`config.mk`:
```
export PLATFORM = sky130hd
export DESIGN_NAME = hazard_scoreboard
export DESIGN_NICKNAME = d
export VERILOG_FILES = /design/src/rtl/hazard_pkg.sv /design/src/rtl/hazard_match.sv /design/src/rtl/hazard_scoreboard.sv
export SDC_FILE = /design/constraint.sdc
export NUM_CORES = 1
export LEC_CHECK = 0
export ABC_AREA = 1
export CAP_MARGIN = 30
export CORE_AREA = 2 2 59 72
export DETAILED_ROUTE_END_ITERATION = 12
export DIE_AREA = 0 0 61 74
export DONT_BUFFER_PORTS = 1
export RECOVER_POWER = 50
export SLEW_MARGIN = 20
export SYNTH_ARGS = -nofsm -noshare
export SYNTH_HDL_FRONTEND = slang
export SYNTH_SLANG_ARGS = --single-unit
```
`constraint.sdc`:
```
create_clock -name clock -period 3.66 [get_ports clock]
set_clock_uncertainty 0.2 [all_clocks]
set_input_delay 0.915 -clock clock [delete_from_list [all_inputs] [get_ports clock]]
set_output_delay 0.915 -clock clock [all_outputs]
set_load 0.1 [all_outputs]
```
`src/rtl/hazard_pkg.sv`:
```
// hazard_pkg: shared types for the hazard scoreboard.
// Holds the scoreboard entry struct, regfile select code and SELW helper.
package hazard_pkg;

  // Storage width for register numbers; REG_AW must not exceed it.
  localparam int RN_W = 8;

  localparam int FWD_REGFILE = 0;

  typedef struct packed {
    logic            valid;
    logic            wreg;
    logic [RN_W-1:0] rn;
    logic            load;
  } entry_t;

  function automatic int sel_w(input int n);
    return $clog2(n + 1);
  endfunction

endpackage

```
`src/rtl/hazard_match.sv`:
```
// hazard_match: youngest-match search for one source operand.
// Ports: sb (stages 1..NT), src/use_src in; idx (stage k or 0), hazard out.
module hazard_match
  import hazard_pkg::*;
#(
  parameter int REG_AW   = 5,
  parameter int NT       = 2,
  parameter int LOAD_DLY = 1,
  parameter int SELW     = 2
) (
  input  entry_t [NT-1:0]    sb,
  input  logic [REG_AW-1:0]  src,
  input  logic               use_src,
  output logic [SELW-1:0]    idx,
  output logic               hazard
);

  // Scan oldest to youngest so the youngest match is the last one written.
  always_comb begin
    idx    = SELW'(FWD_REGFILE);
    hazard = 1'b0;
    if (use_src && src != '0) begin
      for (int k = NT; k >= 1; k--) begin
        if (sb[k-1].valid && sb[k-1].wreg &&
            sb[k-1].rn == RN_W'(src)) begin
          idx    = SELW'(k);
          hazard = sb[k-1].load && (k < 1 + LOAD_DLY);
        end
      end
    end
  end

endmodule

```
`src/rtl/hazard_scoreboard.sv`:
```
// hazard_scoreboard: load-use stall, ID handshake and EXE forwarding selects.
// Ports: clock/reset, ID operand info, mem_hold in; id_ready, stall,
// fwd_a/fwd_b, ex_valid out. HAZARD_PERF_EN adds stall_cnt/fwd_cnt.
module hazard_scoreboard
  import hazard_pkg::*;
#(
  parameter int REG_AW   = 5,
  parameter int NUM_STG  = 3,
  parameter int LOAD_DLY = 1,
  parameter int SELW     = sel_w(NUM_STG)
) (
  input  logic              clock,
  input  logic              reset,
  input  logic              id_valid,
  input  logic [REG_AW-1:0] id_rs,
  input  logic [REG_AW-1:0] id_rt,
  input  logic              id_use_rs,
  input  logic              id_use_rt,
  input  logic              id_wreg,
  input  logic [REG_AW-1:0] id_rd,
  input  logic              id_load,
  input  logic              mem_hold,
  output logic              id_ready,
  output logic              stall,
  output logic [SELW-1:0]   fwd_a,
  output logic [SELW-1:0]   fwd_b,
  output logic              ex_valid
`ifdef HAZARD_PERF_EN
  ,
  output logic [31:0]       stall_cnt,
  output logic [31:0]       fwd_cnt
`endif
);

  // The WB entry is never matched (write-through covers it), so only
  // stages 1..NUM_STG-1 are stored; WB retirement is the shift out of NT.
  localparam int NT = NUM_STG - 1;

  entry_t [NT-1:0] sb_q, sb_d;
  logic [SELW-1:0] fwd_a_q, fwd_a_d;
  logic [SELW-1:0] fwd_b_q, fwd_b_d;
  logic [SELW-1:0] sel_a, sel_b;
  logic            haz_a, haz_b;

  hazard_match #(
    .REG_AW(REG_AW), .NT(NT), .LOAD_DLY(LOAD_DLY), .SELW(SELW)
  ) u_match_a (
    .sb(sb_q), .src(id_rs), .use_src(id_use_rs),
    .idx(sel_a), .hazard(haz_a)
  );

  hazard_match #(
    .REG_AW(REG_AW), .NT(NT), .LOAD_DLY(LOAD_DLY), .SELW(SELW)
  ) u_match_b (
    .sb(sb_q), .src(id_rt), .use_src(id_use_rt),
    .idx(sel_b), .hazard(haz_b)
  );

  assign stall    = id_valid & (haz_a | haz_b);
  assign id_ready = id_valid & ~stall & ~mem_hold;

  always_comb begin
    sb_d    = sb_q;
    fwd_a_d = fwd_a_q;
    fwd_b_d = fwd_b_q;
    if (!mem_hold) begin
      for (int k = NT - 1; k >= 1; k--) begin
        sb_d[k] = sb_q[k-1];
      end
      sb_d[0] = '0;
      fwd_a_d = SELW'(FWD_REGFILE);
      fwd_b_d = SELW'(FWD_REGFILE);
      if (id_ready) begin
        sb_d[0] = '{valid: 1'b1, wreg: id_wreg,
                    rn: RN_W'(id_rd), load: id_load};
        fwd_a_d = sel_a;
        fwd_b_d = sel_b;
      end
    end
  end

  always_ff @(posedge clock) begin
    if (reset) begin
      sb_q    <= '0;
      fwd_a_q <= '0;
      fwd_b_q <= '0;
    end else begin
      sb_q    <= sb_d;
      fwd_a_q <= fwd_a_d;
      fwd_b_q <= fwd_b_d;
    end
  end

  assign fwd_a    = fwd_a_q;
  assign fwd_b    = fwd_b_q;
  assign ex_valid = sb_q[0].valid;

`ifdef HAZARD_PERF_EN
  logic [31:0] stall_cnt_q, stall_cnt_d;
  logic [31:0] fwd_cnt_q, fwd_cnt_d;

  always_comb begin
    stall_cnt_d = stall_cnt_q;
    fwd_cnt_d   = fwd_cnt_q;
    if (stall && !mem_hold) stall_cnt_d = stall_cnt_q + 32'd1;
    if (id_ready && (sel_a != '0 || sel_b != '0))
      fwd_cnt_d = fwd_cnt_q + 32'd1;
  end

  always_ff @(posedge clock) begin
    if (reset) begin
      stall_cnt_q <= '0;
      fwd_cnt_q   <= '0;
    end else begin
      stall_cnt_q <= stall_cnt_d;
      fwd_cnt_q   <= fwd_cnt_d;
    end
  end

  assign stall_cnt = stall_cnt_q;
  assign fwd_cnt   = fwd_cnt_q;
`endif

endmodule

```
==> out/metrics.csv <==
metric;value;unit
end_kind;output pin;
yosysSeqAreaShare;32.2;%
syn2layout_area_growth;8.47;%
fill_cells;429;
powerDensity;329;nW/um^2
hp-class;register to register;
clkLatencyLatePin;0.25;ns
yosys_warnings;0;
antenna_left;0;
drt_iter0_drc;26;
yosysTopAreaCell;dfxtp_1;
n_antenna_cell;0;
cts_buffers;3;
antenna_found_initial;0;
synth_top_area_share;32.2;%
wl;2620;um
cts.repair.resized;0;
fin_crit_sh;82.6;%
synth_area;1180;um^2
chipWidth;61;um
synth_seq_cells;19;
status;completed;
seqCellArea;380;um^2
clockRootBuffer;clkbuf_8;
clkTransAtPathRegs;0.07;ns
switching_share;25.3;%
core;3850;um^2
dp_hpwl;2060;um
seq_power_share;52.3;%
final_common_cell;nand2_1;
synthCells;164;
worstMarginPinSlew;0.964;ns
clkPwrFrac;34.5;%
fin_nets;189;
setup.worst_path.class;input port to output pin;
finalCriticalPeriod;3.02;ns
avgViaCountPerCell;4.41;
vias;965;
clock_path_buffers;2;
track_usage;13.0;%
cts.htree.levels;1;
rsz0062_at_grt;no;
multiInputGateArea;663;um^2
avgSynthCellArea;7.21;um^2
switching_power;0.107;mW
initial_utilization;30.7;%
wl_per_cell;11.9;um
die_h;74;um
syn_nets;187;
max_slew_margin;35.6;%
arrival;1.91;ns
p_leak;0.525;nW
drc;0;
finalSetupViolations;0;
cap_violations;0;
hold_buffers;0;
first_pass_iters;4;
post_cts.repair.setup_buffers;0;
slew_violations;0;
timing.fmax;0.331;GHz
vdd_drop_max;128;uV
numClockSinks;19;
grt_pass1_vias;929;
grt_max_degree;20;
comb_power_share;13.2;%
drive_above_1_share;18.8;%
synth.distinct_cells;22;
p_total;0.422;mW
routabilityCongestion;0.821;
intPower;0.315;mW
ioPinCount;30;
grt_pass1_wl;4330;um
finalHoldViolations;0;
dieArea;4510;um^2
cts_tree;built;
cp.required;2.54;ns
io_buffers;0;
final_cell_mix;nand2_1, dfxtp_1, nor2_1;
rows;25;
startpoint_type;input port;
final.setup.tns;0;ns
synth.area.top_cells;dfxtp_1, nand2_1, nand3_2;
crit_fanout;13;
overflow;0;
## kinds of logic (layout without fill, tap and decap cells)
| logic type | count (synthesis) | count (layout) | synth area share (%) |
|---|---|---|---|
| AOI/OAI and AO/OA | 21 | 21 | 12.6 |
| xor gates and xnor gates | 14 | 14 | 10.4 |
| buffers and inverters | 26 | 27 | 10.1 |
| DFF | 19 | 19 | 32.2 |
| and+or+nand+nor | 84 | 84 | 34.8 |
## cell usage after synthesis
cell type  count
nand3_2       11
a211oi_1       4
a21oi_1        7
buf_12         1
nand3_1        7
nand2_1       43
nand3b_1       1
nor2_2         2
nor2_1        18
o21ai_1        1
buf_2          1
inv_1         14
a21oi_2        9
xor2_1         5
buf_4          1
clkbuf_1       3
nand2_2        1
xnor2_1        9
dfxtp_1       19
inv_2          5
nand2_4        1
buf_1          1
## power by group through the flow
stage	combinational [mW]	clock, mW	sequential, mW
finish	0.0558	0.146	0.220
CTS	0.0573	0.151	0.220
global placement	0.0569	0	0.225
floorplan	0.0498	0	0.228
global route	0.0622	0.164	0.221
detailed placement	0.0572	0	0.225
## routing by layer
| metal | up-vias | global-route usage [%] | routed length, um | part of all wire (%) |
|---|---|---|---|---|
| met5 | - | 0 | 0 | 0 |
| met4 | 0 | 5.07 | 48 | 1.8 |
| met3 | 5 | 3.65 | 177 | 6.8 |
| met2 | 24 | 19.6 | 1180 | 45 |
| met1 | 420 | 17.4 | 1210 | 46 |
| li1 | 516 | - | - | - |
## through the flow
| stage | hold WS [ns] | util, % | std cells | worst slack, ns | area, um^2 |
|---|---|---|---|---|---|
| 5_1_grt | 0.278 | 33.3 | 219 | 0.481 | 1280 |
| 4_1_cts | 0.261 | 34.0 | 219 | 0.603 | 1310 |
| 3_3_place_gp | 0.244 | 32.8 | 215 | 0.601 | 1260 |
| 2_1_floorplan | 0.245 | - | 164 | 0.273 | 1190 |
| 3_5_place_dp | 0.250 | 32.8 | 215 | 0.603 | 1260 |
| 6_report | 0.259 | 33.3 | 219 | 0.637 | 1280 |
## state kept, by name (all words and copies together), names as in the netlist
register / flops
fwd_b: 2
fwd_a: 2
sb_q: 14
ex_valid: 1
## path summary, 6_finish.rpt
kind	start	to	slack (ns)	cells past startpoint
setup / recovery	id_rt[4]	id_ready	0.64	11
hold / removal	sb_q[21]	sb_q[21]	0.26	2
setup reg to reg	sb_q[9]	ex_valid	2.07	8
hold reg to reg	sb_q[21]	sb_q[21]	0.26	2
## area by class of cell
type	instances	share of cell area, %
clock buffer	4	3.51
inverter	19	5.56
multi-input combinational	119	51.7
sequential	19	29.7
tap	54	5.27
timing repair buffer	4	4.29
## worst max-delay path, cell delays in order
cell	delay (ns)
inv_1	0.05
nand2_1	0.05
nand2_1	0.05
nand2_1	0.05
nor2_1	0.14
nand3_2	0.10
nand2_2	0.08
nand2_4	0.12
nand2_1	0.11
inv_1	0.07
buf_12	0.16
Power figures use the tool's default switching activity.
